**src/rtl/debounce_pkg.sv**
```systemverilog
// Shared constants and the per-channel debounce state encoding for debounce_bank.
package debounce_pkg;

  localparam int unsigned DEF_PRESCALE     = 500;
  localparam int unsigned DEF_STABLE_TICKS = 200;
  localparam int unsigned DEF_HOLD_TICKS   = 1000;
  localparam int unsigned DEF_REPEAT_TICKS = 250;

  // ST_IDLE: level equals the channel's released level; ST_ACTIVE: it differs.
  typedef enum logic {
    ST_IDLE   = 1'b0,
    ST_ACTIVE = 1'b1
  } state_t;

  function automatic logic level_of(state_t st, logic idle_bit);
    return idle_bit ^ (st == ST_ACTIVE);
  endfunction

endpackage

```
**src/rtl/debounce_tick.sv**
```systemverilog
// Shared prescaler: counts 0..PRESCALE-1 and asserts tick on the last count.
module debounce_tick
  import debounce_pkg::*;
#(
  parameter int unsigned PRESCALE = DEF_PRESCALE,
  parameter int unsigned PRE_BITS = 16
) (
  input  logic clk,
  input  logic reset,
  output logic tick
);

  logic [PRE_BITS-1:0] count_q;

  assign tick = (count_q == PRE_BITS'(PRESCALE - 1));

  // NOTE: state registers use non-blocking assignments so every flop samples pre-edge values.
  always_ff @(posedge clk or negedge reset) begin
    if (!reset)    count_q <= '0;
    else if (tick) count_q <= '0;
    else           count_q <= count_q + 1'b1;
  end

endmodule

```
**src/rtl/debounce_bank.sv**
```systemverilog
// N-channel button conditioner: 2-flop sync, tick-based debounce, press/release pulses.
// Define DEBOUNCE_HOLD_EN to build the per-channel auto-repeat hold pulse generator.
module debounce_bank
  import debounce_pkg::*;
#(
  parameter int unsigned           CHANNELS     = 5,
  parameter int unsigned           PRESCALE     = DEF_PRESCALE,
  parameter int unsigned           PRE_BITS     = 16,
  parameter int unsigned           STABLE_TICKS = DEF_STABLE_TICKS,
  parameter int unsigned           CNT_BITS     = 8,
  parameter logic [CHANNELS-1:0]   IDLE_LEVEL   = {CHANNELS{1'b0}},
  parameter int unsigned           HOLD_TICKS   = DEF_HOLD_TICKS,
  parameter int unsigned           REPEAT_TICKS = DEF_REPEAT_TICKS,
  parameter int unsigned           HOLD_BITS    = 12
) (
  input  logic                clk,
  input  logic                reset,
  input  logic [CHANNELS-1:0] btn_in,
  output logic [CHANNELS-1:0] btn_level,
  output logic [CHANNELS-1:0] btn_press,
  output logic [CHANNELS-1:0] btn_release,
  output logic [CHANNELS-1:0] btn_hold
);

  if (CHANNELS < 1 || PRESCALE < 1 || STABLE_TICKS < 1 ||
      longint'(PRESCALE - 1) >= (longint'(1) << PRE_BITS) ||
      longint'(STABLE_TICKS - 1) >= (longint'(1) << CNT_BITS) ||
      REPEAT_TICKS < 1 || REPEAT_TICKS > HOLD_TICKS ||
      longint'(HOLD_TICKS) >= (longint'(1) << HOLD_BITS)) begin : g_bad_params
    $error("debounce_bank: illegal parameter combination");
  end

  logic tick;

  debounce_tick #(
    .PRESCALE (PRESCALE),
    .PRE_BITS (PRE_BITS)
  ) u_tick (
    .clk   (clk),
    .reset (reset),
    .tick  (tick)
  );

  for (genvar i = 0; i < CHANNELS; i++) begin : g_ch
    localparam logic IDLE_BIT = IDLE_LEVEL[i];

    logic                s1_q, s2_q;
    state_t              state_q, state_d;
    logic [CNT_BITS-1:0] cnt_q, cnt_d;
    logic                flip, flip_q;
    logic                press_q, release_q;
    logic                level;

    assign level          = level_of(state_q, IDLE_BIT);
    assign btn_level[i]   = level;
    assign btn_press[i]   = press_q;
    assign btn_release[i] = release_q;

    always_ff @(posedge clk or negedge reset) begin
      if (!reset) begin
        // NOTE: sync flops reset to the idle level so reset release never looks like an edge.
        s1_q      <= IDLE_BIT;
        s2_q      <= IDLE_BIT;
        state_q   <= ST_IDLE;
        cnt_q     <= '0;
        flip_q    <= 1'b0;
        press_q   <= 1'b0;
        release_q <= 1'b0;
      end else begin
        s1_q      <= btn_in[i];
        s2_q      <= s1_q;
        state_q   <= state_d;
        cnt_q     <= cnt_d;
        flip_q    <= flip;
        // Pulses trail the level change by one cycle.
        press_q   <= flip_q && (state_q == ST_ACTIVE);
        release_q <= flip_q && (state_q == ST_IDLE);
      end
    end

    always_comb begin
      // NOTE: defaults first so no path through this block leaves a signal unassigned (no latches).
      state_d = state_q;
      cnt_d   = cnt_q;
      flip    = 1'b0;
      if (s2_q == level) begin
        cnt_d = '0;
      end else if (tick) begin
        if (cnt_q == CNT_BITS'(STABLE_TICKS - 1)) begin
          flip    = 1'b1;
          cnt_d   = '0;
          state_d = (state_q == ST_IDLE) ? ST_ACTIVE : ST_IDLE;
        end else begin
          cnt_d = cnt_q + 1'b1;
        end
      end
    end

`ifdef DEBOUNCE_HOLD_EN
    logic [HOLD_BITS-1:0] hold_cnt_q;
    logic                 hold_fire_q, hold_q;

    assign btn_hold[i] = hold_q;

    always_ff @(posedge clk or negedge reset) begin
      if (!reset) begin
        hold_cnt_q  <= '0;
        hold_fire_q <= 1'b0;
        hold_q      <= 1'b0;
      end else begin
        hold_fire_q <= 1'b0;
        // A release on this tick pre-empts any hold firing.
        if (state_q != ST_ACTIVE || flip) begin
          hold_cnt_q <= '0;
        end else if (tick) begin
          if (hold_cnt_q == HOLD_BITS'(HOLD_TICKS - 1)) begin
            hold_fire_q <= 1'b1;
            hold_cnt_q  <= HOLD_BITS'(HOLD_TICKS - REPEAT_TICKS);
          end else begin
            hold_cnt_q <= hold_cnt_q + 1'b1;
          end
        end
        hold_q <= hold_fire_q && (state_q == ST_ACTIVE);
      end
    end
`else
    assign btn_hold[i] = 1'b0;
`endif
  end

endmodule

```
**config.mk**
```make
export PLATFORM = sky130hd
export DESIGN_NAME = debounce_bank
export DESIGN_NICKNAME = d
export VERILOG_FILES = /design/src/rtl/debounce_pkg.sv /design/src/rtl/debounce_tick.sv /design/src/rtl/debounce_bank.sv
export SDC_FILE = /design/constraint.sdc
export NUM_CORES = 1
export LEC_CHECK = 0
export ABC_AREA = 0
export CORE_MARGIN = 2
export CORE_UTILIZATION = 59
export CTS_BUF_LIST = sky130_fd_sc_hd__clkbuf_4
export CTS_CLUSTER_DIAMETER = 30
export DETAILED_ROUTE_END_ITERATION = 12
export PLACE_DENSITY = 0.8
export SLEW_MARGIN = 20
export SYNTH_ARGS = -nofsm -noshare
export SYNTH_HDL_FRONTEND = slang
export SYNTH_SLANG_ARGS = --single-unit
```
**constraint.sdc**
```tcl
create_clock -name clk -period 2.4 [get_ports clk]
set_input_delay 0.24 -clock clk [delete_from_list [all_inputs] [get_ports clk]]
set_output_delay 0.24 -clock clk [all_outputs]
set_load 0.01 [all_outputs]
```
==> results of run 1 <==
[report_power, final]
group / leakage (nW) / internal (mW) / switching (mW)
Sequential: 1.16 / 1.46 / 0.00576
Combinational: 0.711 / 0.0237 / 0.0513
Clock: 0.0969 / 0.533 / 0.494
Total: 1.97 / 2.01 / 0.551
[state kept, by name, summed over array words and instances, names as in the netlist]
signal,flops
g_ch.s2_q,5
g_ch.flip_q,5
g_ch.release_q,5
g_ch.press_q,5
g_ch.level,5
g_ch.s1_q,5
g_ch.cnt_q,40
u_tick.count_q,16
[critical path: cells and delay by family, from the launching register on]
family | cells | cell delay [ns]
adders and majority gates | 1 | 0.24
and+or+nand+nor | 3 | 0.92
buffers and inverters | 1 | 0.27
AOI/OAI and AO/OA | 1 | 0.16
DFF | 1 | 0.41
[placed cells by master, fill, tap and decap left out, drive strengths merged, types with 11 or more instances in the layout]
cell type	netlist	final
dfrtp	86	86
nand3	32	32
nand2	26	26
clkdlybuf4s50	0	20
o21ai	19	19
a21oi	19	19
nor2	17	17
or3	14	14
xnor2	13	13
nand4	12	12
inv	10	12
buf	23	11
[what timing repair did]
action / in CTS / in global routing
buffers inserted: 0 / 0
gates resized for setup: 0 / 0
endpoints found under the hold margin: 37 / 0
hold buffers: 1 / 0
[cell type report]
type | count | area share, %
Clock buffer | 9 | 1.51
Multi-Input combinational cell | 270 | 37.9
Timing Repair Buffer | 32 | 6.82
Inverter | 10 | 0.838
Sequential cell | 86 | 48.1
Clock inverter | 7 | 2.68
Tap cell | 80 | 2.24
[routing by layer]
layer | GRT usage (%) | vias up
met4 | 9.37 | 0
met5 | 0 | -
met3 | 3.70 | 4
met1 | 27.4 | 1436
met2 | 36.2 | 55
li1 | - | 1432
[kinds of logic after synthesis]
kind of cell | synth area share, %
simple gates | 22.3
flops | 52.8
compound gates | 10.7
buf+inv | 5.96
xor+xnor | 4.94
fa+ha+maj | 1.84
mux | 1.35
other cells | 0.0920
[worst max path at each step]
stage / from / end / cells after the start
floorplan: u_tick.count_q[0]$_DFF_PN0_ / g_ch[1].cnt_q[3]$_DFFE_PN0P_ / 6
global route: u_tick.count_q[0]$_DFF_PN0_ / g_ch[4].cnt_q[3]$_DFFE_PN0P_ / 6
global placement: u_tick.count_q[0]$_DFF_PN0_ / g_ch[2].cnt_q[5]$_DFFE_PN0P_ / 6
CTS: u_tick.count_q[0]$_DFF_PN0_ / g_ch[4].cnt_q[3]$_DFFE_PN0P_ / 6
detailed placement: u_tick.count_q[0]$_DFF_PN0_ / g_ch[4].cnt_q[3]$_DFFE_PN0P_ / 6
finish: u_tick.count_q[0]$_DFF_PN0_ / g_ch[4].cnt_q[3]$_DFFE_PN0P_ / 6
==> impl_metrics.csv, run 1 <==
group,metric,value,unit
outcome,status,"completed",
synth,syn_inst,394,
synth,ys.flop_type,"dfrtp_1",
setup_path,worst_path_max_delay_cell,"or4_1",
cells_and_area,final_core_util,66.3,%
clock_network,cts_tree,"done",
setup_path,r2r-end,"g_ch[4].cnt_q[3]$_DFFE_PN0P_",
synth,yosysSeqAreaShare,52.8,%
cells_and_area,stdcell_area,0.00448,mm^2
synth,syn_avg_cell_area,10.3,um^2
routing,ant_nets,0,
placed_design,place_ws,0.362,ns
power_and_ir_drop,leakagePower,1.97,nW
routing,highest_layer,"met4",
min_path,whs_endpoint,"g_ch[1].s1_q$_DFF_PN0_",
routing,first_pass_iters,5,
timing,report.final.setup_viol,0,
synth,synthTopCellsByArea,"dfrtp_1, nand3_1, buf_4",
power_and_ir_drop,power_density,573,mW/mm^2
die,start_util,60.3,%
setup_path,cp-start-kind,"flop",
die,dieArea,0.00759,mm^2
timing,fmax,0.482,GHz
clock_network,htree_levels,3,
synth,synth-edff-count,0,
timing,setup_tns,0,ns
timing,whs,0.232,ns
die,core_area,0.00676,mm^2
cells_and_area,multiInputGateArea,0.00170,mm^2
synth,synth_cell_types,48,
timing,hold_viol,0,
routing,wl,7520,um
cells_and_area,antenna_cells,0,
clock_network,cts.sinks,86,
timing,slew_headroom,64.0,%
synth,synth_top_cell_by_area,"dfrtp_1",
synth,synth_top_area_share,52.8,%
cells_and_area,nNetsFinal,422,
routing,wl_met3,244,um
cells_and_area,regArea,0.00215,mm^2
power_and_ir_drop,peakVddDrop,390,uV
setup_path,crit_path_cell_trace,"ha_1 > and4b_1 > nand4_2 > buf_4 > or4_1 > a21oi_1",
placed_design,io_buffers,21,
synth,syn_area,0.00408,mm^2
synth,synth_common_cells,"dfrtp_1, nand3_1, nand2_1",
timing,drv_slew,0,
timing,tightest_slew,0.540,ns
timing,fin_crit,2.07,ns
setup_path,required,2.76,ns
clock_network,clkLatencyLatePin,0.43,ns
grt,grt_antenna_before_repair,0,
placed_design,dp_hpwl,5100,um
routing,drtIter0Drc,211,
timing,post-route-period-util,86.4,%
routing,drt-vias-per-instance,5.93,
synth,yosysWarnings,0,
setup_path,slowest_delay,0.53,ns
cells_and_area,fillCellCount,522,
power_and_ir_drop,p_total,2.56,mW
clock_network,clkTransAtPathRegs,0.14,ns
grt,grt_max_degree,50,
routing,wl_met2,3800,um
min_path,min_path_cells,1,
clock_network,cts_root_buf,"clkbuf_4",
routing,post_drt_wl_per_cell,15.2,um
die,rows,30,
die,die_w,87.1,um
cells_and_area,drive_gt1_share,8.70,%
synth,post-synth-top-count-cell,"dfrtp_1",
grt,grt.total_usage,21.5,%
routing,wl_met1,3430,um
setup_path,setup.worst_path.end_class,"flop",
timing,rsz0062_at_grt,"false",
die,ios,27,
routing,remaining_drc_errors,0,
min_path,min_from,"btn_in[1]",
cells_and_area,area_growth,9.89,%
synth,async_flop_share,100,%
setup_path,r2r_slack,0.33,ns
grt,first_global_vias,2896,
min_path,hold_path.class,"in -> reg",
synth,synth_seq_cells,86,
setup_path,cp.arrival,2.43,ns
setup_path,crit_path_max_fanout,37,
routing,via_count,2927,
clock_network,cts-buffers-inserted,9,
grt,grt_pass1_wl,12900,um
placed_design,place_area,0.00428,mm^2
setup_path,r2r_cells,6,
setup_path,critPathKind,"reg -> reg",
grt,overflow,0,
clock_network,cts_buffer_depth,2,
placed_design,gp_congestion,0.813,
die,dieHeight,87.1,um
timing,finClkSkew,0.0104,ns
setup_path,reg2reg_from,"u_tick.count_q[0]$_DFF_PN0_",
cells_and_area,fin_cells,494,
placed_design,placedCellCount,477,
flow_run,cap_violations,0,
timing,setup_slack,0.325,ns
Power figures use the tool's default switching activity.
==> run 2: changes to the inputs <==
--- a/constraint.sdc
+++ b/constraint.sdc
@@ -3,2 +3,2 @@
 set_output_delay 0.24 -clock clk [all_outputs]
-set_load 0.01 [all_outputs]
+set_load 0.1 [all_outputs]
==> impl_metrics.csv, run 2 (synthesis results as in run 1) <==
group,metric,value,unit
outcome,status,"completed",
clock_network,clkTransAtPathRegs,0.14,ns
power_and_ir_drop,leakagePower,1.97,nW
cells_and_area,area_growth,7.43,%
setup_path,setup.worst_path.end_class,"flop",
clock_network,clkLatencyLatePin,0.43,ns
die,core_area,0.00676,mm^2
placed_design,io_buffers,21,
cells_and_area,nNetsFinal,422,
setup_path,required,2.76,ns
timing,rsz0062_at_grt,"false",
flow_run,cap_violations,0,
grt,grt_pass1_wl,12100,um
timing,tightest_slew,0.622,ns
cells_and_area,stdcell_area,0.00438,mm^2
placed_design,gp_congestion,0.799,
clock_network,htree_levels,3,
power_and_ir_drop,power_density,527,mW/mm^2
clock_network,cts_resized,0,
clock_network,cts_buffer_depth,2,
grt,grt_antenna_before_repair,0,
routing,remaining_drc_errors,0,
placed_design,place_area,0.00424,mm^2
grt,overflow,0,
die,start_util,60.3,%
routing,first_pass_iters,4,
cells_and_area,reg_top3,"g_ch.cnt_q x40, u_tick.count_q x16",
die,die_w,87.1,um
routing,wl,7140,um
setup_path,critPathKind,"reg -> reg",
die,dieHeight,87.1,um
power_and_ir_drop,peakVddDrop,307,uV
routing,ant_nets,0,
cells_and_area,antenna_cells,0,
routing,drt-vias-per-instance,5.96,
timing,whs,0.231,ns
timing,drv_slew,0,
cells_and_area,layout_common_cells,"dfrtp_1, nand3_1, nand2_1, buf_4",
grt,first_global_vias,2707,
setup_path,crit_path_max_fanout,31,
setup_path,cp-start-kind,"flop",
cells_and_area,layout_commonest_cell,"dfrtp_1",
cells_and_area,largest_reg_flops,40,
grt,grt_max_degree,51,
min_path,hold_path.class,"in -> reg",
cells_and_area,drive_gt1_share,12.3,%
power_and_ir_drop,p_total,2.31,mW
routing,drtIter0Drc,140,
clock_network,hold_buffers,1,
clock_network,cts_tree,"done",
timing,fin_crit,2.07,ns
routing,via_count,2943,
clock_network,cts_root_buf,"clkbuf_4",
grt,grt.total_usage,20.1,%
timing,post-route-period-util,86.4,%
placed_design,dp_hpwl,5030,um
die,rows,30,
cells_and_area,largest-register,"g_ch.cnt_q",
die,ios,27,
timing,slew_headroom,58.5,%
routing,post_drt_wl_per_cell,14.5,um
timing,hold_viol,0,
die,dieArea,0.00759,mm^2
clock_network,cts.sinks,86,
timing,finClkSkew,0.0161,ns
timing,setup_tns,0,ns
cells_and_area,fillCellCount,530,
clock_network,cts-buffers-inserted,9,
setup_path,cp.arrival,2.43,ns
clock_network,post_cts_buffers,0,
timing,report.final.setup_viol,0,
timing,fmax,0.482,GHz
## run 2: changes by cell type in the layout (fill, tap and decap cells not counted), moves of 2 or more
cell / change
clkinv_4: +2
clkdlybuf4s50_1: -15
buf_4: +15
bufinv_16: -3
## run 2: final timing paths
path,startpoint,endpoint,slack [ns],cells after the start
max,u_tick.count_q[0]$_DFF_PN0_,g_ch[2].cnt_q[5]$_DFFE_PN0P_,0.33,6
min,btn_in[3],g_ch[3].s1_q$_DFF_PN0_,0.23,1
max reg2reg,u_tick.count_q[0]$_DFF_PN0_,g_ch[2].cnt_q[5]$_DFFE_PN0P_,0.33,6
min reg2reg,g_ch[1].s1_q$_DFF_PN0_,g_ch[1].s2_q$_DFF_PN0_,0.37,0
max in group asynchronous,reset,g_ch[2].level$_DFFE_PN0P_,1.43,3
min in group asynchronous,reset,g_ch[4].flip_q$_DFF_PN0_,0.36,2
## run 2: metrics by stage
step	cells	util [%]	setup WS (ns)
3_3_place_gp	477	62.8	0.438
4_1_cts	494	64.8	0.338
6_report	494	64.8	0.327
3_5_place_dp	477	62.8	0.367
5_1_grt	494	64.8	0.114
2_1_floorplan	398	-	0.599
## run 2: report_power, final
part	switching [mW]	internal (mW)
Sequential	0.00538	1.46
Clock	0.516	0.225
Combinational	0.0814	0.0236
Total	0.603	1.71
## run 2: layer usage
| metal | wire length (um) | vias up | share of wire [%] | track usage, % |
|---|---|---|---|---|
| met2 | 3540 | 63 | 50 | 34.4 |
| met1 | 3290 | 1440 | 46 | 25.9 |
| met3 | 217 | 9 | 3.0 | 3.32 |
| li1 | - | 1431 | - | - |
| met5 | 0 | - | 0 | 0 |
| met4 | 98 | 0 | 1.4 | 7.41 |
## run 2: layout make-up
| cell class | count | area, um^2 | area share (%) |
|---|---|---|---|
| inverter | 10 | 37.5 | 0.857 |
| timing repair buffer | 32 | 268 | 6.12 |
| multi-input combinational | 270 | 1700 | 38.7 |
| tap | 80 | 100 | 2.29 |
| sequential | 86 | 2150 | 49.2 |
| clock buffer | 9 | 67.6 | 1.54 |
| clock inverter | 7 | 57.6 | 1.31 |
## run 2: worst max-delay path: stages, from the launching register on
cell,delay (ns)
dfrtp_1,0.41
ha_1,0.24
and4b_1,0.25
nand4_2,0.16
buf_4,0.27
or4_1,0.52
a21oi_1,0.16
==> run 3: changes to the inputs <==
- ABC_AREA: 0 -> 1
- CTS_CLUSTER_SIZE: unset -> 14
- PLACE_DENSITY: 0.8 -> 0.79
==> impl_metrics.csv, run 3 <==
group,metric,value,unit
outcome,status,"completed",
power_and_ir_drop,leakagePower,2.73,nW
synth,synth_seq_cells,86,
clock_network,clkTransAtPathRegs,0.13,ns
routing,ant_nets,0,
timing,tightest_slew,0.719,ns
synth,synth_top_cell_by_area,"dfrtp_1",
setup_path,reg2reg_from,"u_tick.count_q[0]$_DFF_PN0_",
grt,overflow,0,
cells_and_area,largest_reg_flops,40,
setup_path,cp.arrival,2.41,ns
routing,wl,8610,um
cells_and_area,final_core_util,64.5,%
timing,report.final.setup_viol,0,
clock_network,cts_tree,"done",
grt,grt_pass1_wl,15300,um
timing,whs,0.231,ns
die,ios,27,
timing,fmax,0.491,GHz
cells_and_area,fillCellCount,692,
min_path,min_from,"btn_in[2]",
timing,setup_tns,0,ns
routing,drt-vias-per-instance,5.06,
synth,async_flop_share,100,%
die,start_util,60.6,%
setup_path,cp-start-kind,"flop",
clock_network,cts_resized,0,
cells_and_area,layout_commonest_cell,"nand2_1",
clock_network,cts-buffers-inserted,9,
clock_network,cts_root_buf,"clkbuf_4",
grt,grt_antenna_before_repair,0,
synth,synth_top_area_share,46.2,%
synth,ys.flop_type,"dfrtp_1",
timing,hold_viol,0,
timing,slew_headroom,52.0,%
power_and_ir_drop,peakVddDrop,372,uV
synth,syn_avg_cell_area,7.54,um^2
timing,post-route-period-util,84.8,%
timing,fin_crit,2.04,ns
synth,synth_cell_types,23,
synth,syn_area,0.00466,mm^2
cells_and_area,reg_top3,"g_ch.cnt_q x40, u_tick.count_q x16",
synth,yosysSeqAreaShare,46.2,%
cells_and_area,area_growth,6.36,%
synth,post-synth-top-count-cell,"nand2_1",
timing,rsz0062_at_grt,"false",
setup_path,r2r_cells,10,
synth,yosysWarnings,0,
power_and_ir_drop,power_density,499,mW/mm^2
die,die_w,92.9,um
synth,syn_inst,618,
grt,grt_max_degree,45,
clock_network,htree_levels,3,
placed_design,gp_congestion,0.903,
routing,drtIter0Drc,217,
routing,remaining_drc_errors,0,
placed_design,io_buffers,21,
cells_and_area,nNetsFinal,641,
routing,first_pass_iters,5,
cells_and_area,largest-register,"g_ch.cnt_q",
routing,via_count,3716,
setup_path,r2r-end,"g_ch[3].cnt_q[1]$_DFFE_PN0P_",
min_path,min_path_cells,1,
clock_network,cts_buffer_depth,2,
cells_and_area,antenna_cells,0,
die,core_area,0.00769,mm^2
routing,post_drt_wl_per_cell,11.7,um
flow_run,cap_violations,0,
grt,first_global_vias,3551,
synth,synth_common_cells,"nand2_1, inv_1, dfrtp_1",
setup_path,required,2.77,ns
die,dieHeight,92.9,um
clock_network,clkLatencyLatePin,0.43,ns
synth,synthTopCellsByArea,"dfrtp_1, nand2_1, inv_1",
setup_path,critPathKind,"reg -> reg",
grt,grt.total_usage,22.1,%
die,dieArea,0.00863,mm^2
cells_and_area,drive_gt1_share,7.90,%
setup_path,crit_path_max_fanout,13,
min_path,hold_path.class,"in -> reg",
setup_path,setup.worst_path.end_class,"flop",
die,rows,32,
timing,finClkSkew,0.0167,ns
cells_and_area,layout_common_cells,"nand2_1, inv_1, dfrtp_1, nor2_1, nand3_1",
clock_network,cts.sinks,86,
setup_path,r2r_slack,0.36,ns
timing,drv_slew,0,
synth,synth-edff-count,0,
placed_design,dp_hpwl,6120,um
min_path,whs_endpoint,"g_ch[2].s1_q$_DFF_PN0_",
-- run 3: critical path, stage by stage, from the launching register on --
cell	delay [ns]
dfrtp_1	0.41
ha_1	0.24
inv_1	0.09
nor2_1	0.04
nand2_1	0.05
nor2_1	0.03
nand2_1	0.53
nand2_1	0.19
inv_1	0.23
nand2_1	0.09
nand2_1	0.08
-- run 3: cell type report --
| class | count | area [um^2] | share of cell area (%) |
|---|---|---|---|
| clock inverter | 5 | 73.8 | 1.49 |
| timing repair buffer | 23 | 200 | 4.04 |
| inverter | 93 | 349 | 7.04 |
| tap | 102 | 128 | 2.57 |
| sequential | 86 | 2150 | 43.4 |
| multi-input combinational | 415 | 1970 | 39.8 |
| clock buffer | 11 | 82.6 | 1.67 |
-- run 3: report_power, final --
| group | switching, mW | internal, mW | leakage [nW] |
|---|---|---|---|
| registers | 0.00475 | 1.46 | 1.16 |
| logic | 0.0864 | 0.0188 | 1.48 |
| clock network | 0.467 | 0.440 | 0.0883 |
-- run 3: worst max path at each step --
stage	start	to	slack, ns
finish	u_tick.count_q[0]$_DFF_PN0_	g_ch[3].cnt_q[1]$_DFFE_PN0P_	0.36
global route	u_tick.count_q[0]$_DFF_PN0_	g_ch[4].cnt_q[3]$_DFFE_PN0P_	0.15
CTS	u_tick.count_q[0]$_DFF_PN0_	g_ch[3].cnt_q[1]$_DFFE_PN0P_	0.33
detailed placement	u_tick.count_q[0]$_DFF_PN0_	g_ch[3].cnt_q[1]$_DFFE_PN0P_	0.38
global placement	u_tick.count_q[0]$_DFF_PN0_	g_ch[3].cnt_q[5]$_DFFE_PN0P_	0.49
floorplan	u_tick.count_q[0]$_DFF_PN0_	u_tick.count_q[11]$_DFF_PN0_	1.03
-- run 3: per-stage QoR --
| stage | power (mW) | cells | instance area [um^2] | setup WS [ns] |
|---|---|---|---|---|
| 2_1_floorplan | 1.55 | 622 | 4680 | 1.03 |
| 3_3_place_gp | 1.59 | 718 | 4790 | 0.491 |
| 3_5_place_dp | 1.60 | 718 | 4790 | 0.382 |
| 4_1_cts | 2.51 | 735 | 4960 | 0.331 |
| 5_1_grt | 2.58 | 735 | 4960 | 0.145 |
| 6_report | 2.47 | 735 | 4960 | 0.365 |
-- run 3: cells by family (layout without fill, tap and decap cells) --
kind of cell | Yosys count | count (layout) | synth area share [%]
AO/OA/AOI/OAI | 17 | 17 | 1.85
flip-flops | 86 | 86 | 46.2
AND/OR/NAND/NOR | 366 | 366 | 34.2
other | 1 | 5 | 0.0804
buffers and inverters | 121 | 132 | 11.8
adder cells (fa/ha/maj) | 6 | 6 | 1.61
XOR/XNOR | 21 | 21 | 4.27
-- run 3: timing repair --
item                      in CTS  in global routing
hold buffers                   1                  0
setup buffers                  0                  0
hold endpoints to repair      42                  0
-- run 3: routing by layer --
metal / share of wire (%) / global-route usage (%)
met5: 0 / 0
met4: 0.94 / 5.88
met3: 4.0 / 5.53
met1: 45 / 27.1
met2: 50 / 39.0
